**src/rtl/uart_tx_fifo_ser.sv**
```systemverilog
// -----------------------------------------------------------------------------
// uart_tx_fifo_ser
//
// Transmit side of the UART behind the AXI-lite slave. Byte writes from the
// slave write path are queued in a small TX FIFO, and a serializer drains the
// FIFO onto txd as 8N1 frames (start bit, 8 data bits LSB first, stop bit) at
// a fixed number of aclk cycles per bit. The full flag goes back to the slave
// so that it can hold off its write response.
//
// Ports:
//   aclk      - sole clock
//   areset    - asynchronous, active-high reset
//   wr_en     - single-cycle write strobe from the AXI-lite write path
//   wr_data   - write data; only bits [7:0] carry the byte to send
//   wr_strb   - byte strobes; only bit 0 qualifies a write
//   full      - FIFO holds DEPTH entries
//   empty     - FIFO holds no entries
//   level     - current FIFO occupancy (0..DEPTH)
//   overflow  - one-cycle pulse after a write was dropped on a full FIFO
//   busy      - serializer is in the middle of a frame
//   txd       - serial line, idles high, driven straight from a flop
// -----------------------------------------------------------------------------
module uart_tx_fifo_ser #(
  parameter int DEPTH        = 16,
  parameter int CLKS_PER_BIT = 868,
  parameter int CNT_W        = $clog2(CLKS_PER_BIT)
) (
  input  logic                     aclk,
  input  logic                     areset,
  input  logic                     wr_en,
  input  logic [31:0]              wr_data,
  input  logic [3:0]               wr_strb,
  output logic                     full,
  output logic                     empty,
  output logic [$clog2(DEPTH):0]   level,
  output logic                     overflow,
  output logic                     busy,
  output logic                     txd
);

  localparam int PTR_W = $clog2(DEPTH);
  localparam int LVL_W = PTR_W + 1;

  typedef enum logic [1:0] {
    IDLE,
    START,
    DATA,
    STOP
  } state_t;

  logic [7:0]       mem [DEPTH];
  logic [PTR_W-1:0] wr_ptr;
  logic [PTR_W-1:0] rd_ptr;

  state_t           state;
  logic [CNT_W-1:0] baud_cnt;
  logic [2:0]       bit_idx;
  logic [7:0]       shift;

  logic             wr_req;
  logic             push;
  logic             pop;
  logic             baud_done;

  // The upper data bytes and strobes are part of the bus shape but carry
  // nothing for a byte-wide transmit register.
  logic             unused_bits;
  assign unused_bits = ^{wr_data[31:8], wr_strb[3:1]};

  // Flags are decoded from the registered level, so a write that arrives
  // while full is refused even if the serializer pops on the same edge.
  assign wr_req    = wr_en && wr_strb[0];
  assign full      = (level == LVL_W'(DEPTH));
  assign empty     = (level == '0);
  assign push      = wr_req && !full;
  assign pop       = (state == IDLE) && !empty;
  assign baud_done = (baud_cnt == CNT_W'(CLKS_PER_BIT - 1));
  assign busy      = (state != IDLE);

  // FIFO storage. Contents are don't-care after reset, so no reset here;
  // only the pointers and level decide what is valid.
  always_ff @(posedge aclk) begin
    if (push) begin
      mem[wr_ptr] <= wr_data[7:0];
    end
  end

  // FIFO bookkeeping: pointers wrap naturally at DEPTH (power of two), and a
  // push and pop on the same edge leave the level untouched. A refused write
  // raises overflow for exactly the following cycle.
  always_ff @(posedge aclk or posedge areset) begin
    if (areset) begin
      wr_ptr   <= '0;
      rd_ptr   <= '0;
      level    <= '0;
      overflow <= 1'b0;
    end else begin
      overflow <= wr_req && full;
      if (push) begin
        wr_ptr <= wr_ptr + 1'b1;
      end
      if (pop) begin
        rd_ptr <= rd_ptr + 1'b1;
      end
      case ({push, pop})
        2'b10:   level <= level + 1'b1;
        2'b01:   level <= level - 1'b1;
        default: level <= level;
      endcase
    end
  end

  // Serializer. txd is registered and updated on the same edge as the state
  // change, so the line value always matches the state being entered. The
  // pop happens in IDLE, which is why back-to-back frames are separated by
  // exactly one idle cycle at txd=1.
  always_ff @(posedge aclk or posedge areset) begin
    if (areset) begin
      state    <= IDLE;
      baud_cnt <= '0;
      bit_idx  <= '0;
      shift    <= '0;
      txd      <= 1'b1;
    end else begin
      case (state)
        IDLE: begin
          txd <= 1'b1;
          if (pop) begin
            shift    <= mem[rd_ptr];
            baud_cnt <= '0;
            bit_idx  <= '0;
            txd      <= 1'b0;
            state    <= START;
          end
        end

        START: begin
          if (baud_done) begin
            baud_cnt <= '0;
            bit_idx  <= '0;
            txd      <= shift[0];
            state    <= DATA;
          end else begin
            baud_cnt <= baud_cnt + 1'b1;
          end
        end

        // Next data bit is shift[1] because shift is moved right on the same
        // edge that starts the new bit.
        DATA: begin
          if (baud_done) begin
            baud_cnt <= '0;
            if (bit_idx == 3'd7) begin
              txd   <= 1'b1;
              state <= STOP;
            end else begin
              shift   <= shift >> 1;
              txd     <= shift[1];
              bit_idx <= bit_idx + 1'b1;
            end
          end else begin
            baud_cnt <= baud_cnt + 1'b1;
          end
        end

        STOP: begin
          if (baud_done) begin
            baud_cnt <= '0;
            state    <= IDLE;
          end else begin
            baud_cnt <= baud_cnt + 1'b1;
          end
        end

        default: begin
          baud_cnt <= '0;
          txd      <= 1'b1;
          state    <= IDLE;
        end
      endcase
    end
  end

endmodule
```
**config.mk**
```make
export PLATFORM = sky130hd
export DESIGN_NAME = uart_tx_fifo_ser
export DESIGN_NICKNAME = d
export VERILOG_FILES = /design/src/rtl/uart_tx_fifo_ser.sv
export SDC_FILE = /design/constraint.sdc
export NUM_CORES = 1
export LEC_CHECK = 0
export CORE_UTILIZATION = 38
export CTS_CLUSTER_DIAMETER = 40
export DETAILED_ROUTE_END_ITERATION = 7
export GPL_TIMING_DRIVEN = 0
export PLACE_DENSITY = 0.55
export SLEW_MARGIN = 30
export SYNTH_ARGS = -nofsm -noshare
export SYNTH_HDL_FRONTEND = slang
export SYNTH_SLANG_ARGS = --single-unit
```
**constraint.sdc**
```tcl
create_clock -name aclk -period 3.9 [get_ports aclk]
set_input_delay 0.78 -clock aclk [delete_from_list [all_inputs] [get_ports aclk]]
set_output_delay 0.78 -clock aclk [all_outputs]
set_load 0.005 [all_outputs]
```
==> metrics <==
Inserted Clock Buffers=17; RSZ-0062 raised after global routing=false; Mapped Area=0.00711 mm2; Comb pwr share=33.5%; total wire length=14700 um; Tot GR Track Use=16.5%; Reg clk slew, reported paths=0.07 ns; Async SR Flop Fraction=22.9%; post-cts repair resize count=0; most common cell in the synthesized netlist=edfxtp_1; Via Count=3978; Top delay family on crit path=compound AO/OA/AOI/OAI gates; dominant synthesized flop cell=edfxtp_1; IO Pins=49; Synth Instances=458; CP Cell Sequence=buf_2, or4_4, o21ai_2, inv_1, ha_1, clkbuf_1, xor2_1, ha_1, o211ai_1, a21oi_1, a31oi_1, nor2_1, xor2_1; post-synth cell types=48; layout cells sized above 1=16.0%; status=finished with violations; CTS sink cnt=166; Max Clk Rate=0.312 GHz; sequential fraction of the synthesis area=67.5%; final hold slack=0.487 ns; post-route setup slack=0.696 ns; GRT overflow=0; Post-DP Area=0.00762 mm2; top-area cell type share of the netlist area=54.1%; Final Cell Area=0.00821 mm2; Post-synth EDFFs=128; CTS max path bufs=2; CP max FO=9; arrival time at the worst endpoint=3.50 ns; post-detail-place hpwl=9930 um; Clock Skews=0.0114 ns; number of cell rows=49; number of vias per cell=5.37; area grow syn2layout=15.5%; RD Place Congestion=0.821; pwr dens=724 mW/mm2; DRC viols=3; final setup violation count=0; dpl cells=709; Slew Viols, Final=0; 1st-iter DRT viols=238; worst-skew pair later-pin latency=0.42 ns; Slew HR=51.0%; fin cells=741; share of power burned in registers=38.8%; H-tree levels=4; CP Buf/Inv Count=3; area of the multi-input gates=0.00216 mm2; initial antenna violation count=0; Filler cells=1564; Crit Path Class=register to register; nets=555; core area=0.0181 mm2; switch share=34.3%; Final Hold Violating Endpoints=0; violated checks=DRC; Slowest cell on crit path=or4_4; Root Driver=clkbuf_16; CP Data Required Time=4.19 ns; Place WS=0.462 ns; Yosys top cell by area=edfxtp_1; post-route minimum period=3.20 ns; min-delay worst type=register to register; Setup crit start kind=register; Routed Antenna Nets=0; TritonCTS clock tree=yes; syn_nets=514; Worst Hold Path Cells=2; vias in the first global route=4037; final core occ=45.2%; Initial Utilization=39.2%; final setup TNS=0 ns; maximum VDD drop=278 uV; DIE AREA=0.0193 mm2; internal power=3.91 mW; top post-synthesis cells by area=edfxtp_1 (54%), dfrtp_1 (13%), mux4_2 (7.6%), ha_1 (3.0%), mux2i_1 (2.4%); Die Span Y=139 um; max-cap violations=0; Tightest Pin Transition=0.735 ns; Psw=2.04 mW; Wirelength per Cell=19.8 um; Clk pwr share=27.7%; Leakage Power=2.89 nW; register area=0.00480 mm2; Yosys reg bits=166; largest net degree at the start of global routing=29; first-pass GRT wire length=23000 um; cells on worst reg2reg path=13; Tot Pwr=5.95 mW; antenna fix cells=0; PortBufs=21; Mapped Avg Cell Area=15.5 um2; reg-to-reg setup timing slack=0.70 ns; Die W=139 um; Crit path depth=13; Hold Buf Count CTS=0; Ys Warns=0; buffer count from post-CTS setup fixing=0; Initial DRT Pass Iterations=6; Final Cycle Share=82.2%; Worst Setup End Kind=register; Post-synth top cells=edfxtp_1 (128), dfrtp_1 (37), nand2_1 (29); Slowest Stage Delay on Critical Path=0.55 ns
metal layers:
layer	share of wire (%)	GRT usage, %	vias to the layer above
li1	-	-	1850
met1	43	20.2	2052
met2	53	28.3	68
met3	4.1	4.28	8
met4	0.79	5.85	0
met5	0	0	-
worst reg2reg max path, stage by stage, from the launching register on:
cell	delay, ns
dfrtp_1	0.37
buf_2	0.18
or4_4	0.55
o21ai_2	0.31
inv_1	0.22
ha_1	0.25
clkbuf_1	0.18
xor2_1	0.18
ha_1	0.23
o211ai_1	0.17
a21oi_1	0.09
a31oi_1	0.15
nor2_1	0.07
xor2_1	0.14
worst paths after layout:
kind                                      start                     to
max                        level[2]$_DFFE_PP0P_   level[4]$_DFFE_PP0P_
min                             txd$_DFFE_PP1P_        txd$_DFFE_PP1P_
max reg2reg                level[2]$_DFFE_PP0P_   level[4]$_DFFE_PP0P_
min reg2reg                     txd$_DFFE_PP1P_        txd$_DFFE_PP1P_
max in group asynchronous                areset        txd$_DFFE_PP1P_
min in group asynchronous                areset  wr_ptr[3]$_DFFE_PP0P_
state kept, by name (all words and copies together), names as in the netlist, 2 cells and up:
| name | cells |
|---|---|
| mem | 128 |
| baud_cnt | 10 |
| shift | 8 |
| level | 5 |
| rd_ptr | 4 |
| wr_ptr | 4 |
| bit_idx | 3 |
| state | 2 |
kinds of logic (layout without fill, tap and decap cells):
kind of cell             Yosys count  count (layout)  share of synthesized area, %
flip-flops                       166             166                          67.5
AND/OR/NAND/NOR                  107             107                          7.87
AO/OA/AOI/OAI                     80              80                          7.45
multiplexers                      44              44                          10.5
buffers and inverters             31              85                          2.13
adder cells (fa/ha/maj)           17              17                          2.99
XOR/XNOR                          13              13                          1.60
placed cells by master (no fill, tap or decap), drive strengths merged, types with 11 or more instances in the layout:
master         synthesis  final
inv                   11     19
a21oi                 13     13
a22oi                 13     13
dfrtp                 37     37
nand3                 11     11
edfxtp               128    128
nand2                 29     29
buf                   12     13
nor2                  17     17
ha                    17     17
o21ai                 19     19
clkdlybuf4s50          0     21
and2                  18     18
clkbuf                 8     25
mux2i                 17     17
mux4                  24     24
power groups by stage:
stage               logic, mW  registers (mW)  clock network [mW]
floorplan                1.44            2.31                   0
global placement         1.96            2.33                   0
detailed placement       2.01            2.35                   0
CTS                      2.02            2.31                1.68
global route             2.21            2.34                1.75
finish                   1.99            2.31                1.64
final cells by class:
class	count	area share, %
multi-input combinational	261	26.3
inverter	11	0.503
clock buffer	17	5.18
buffer	20	1.34
sequential	166	58.4
tap	229	3.49
clock inverter	15	1.95
timing repair buffer	22	2.80
(Power assumes the default switching activity.)
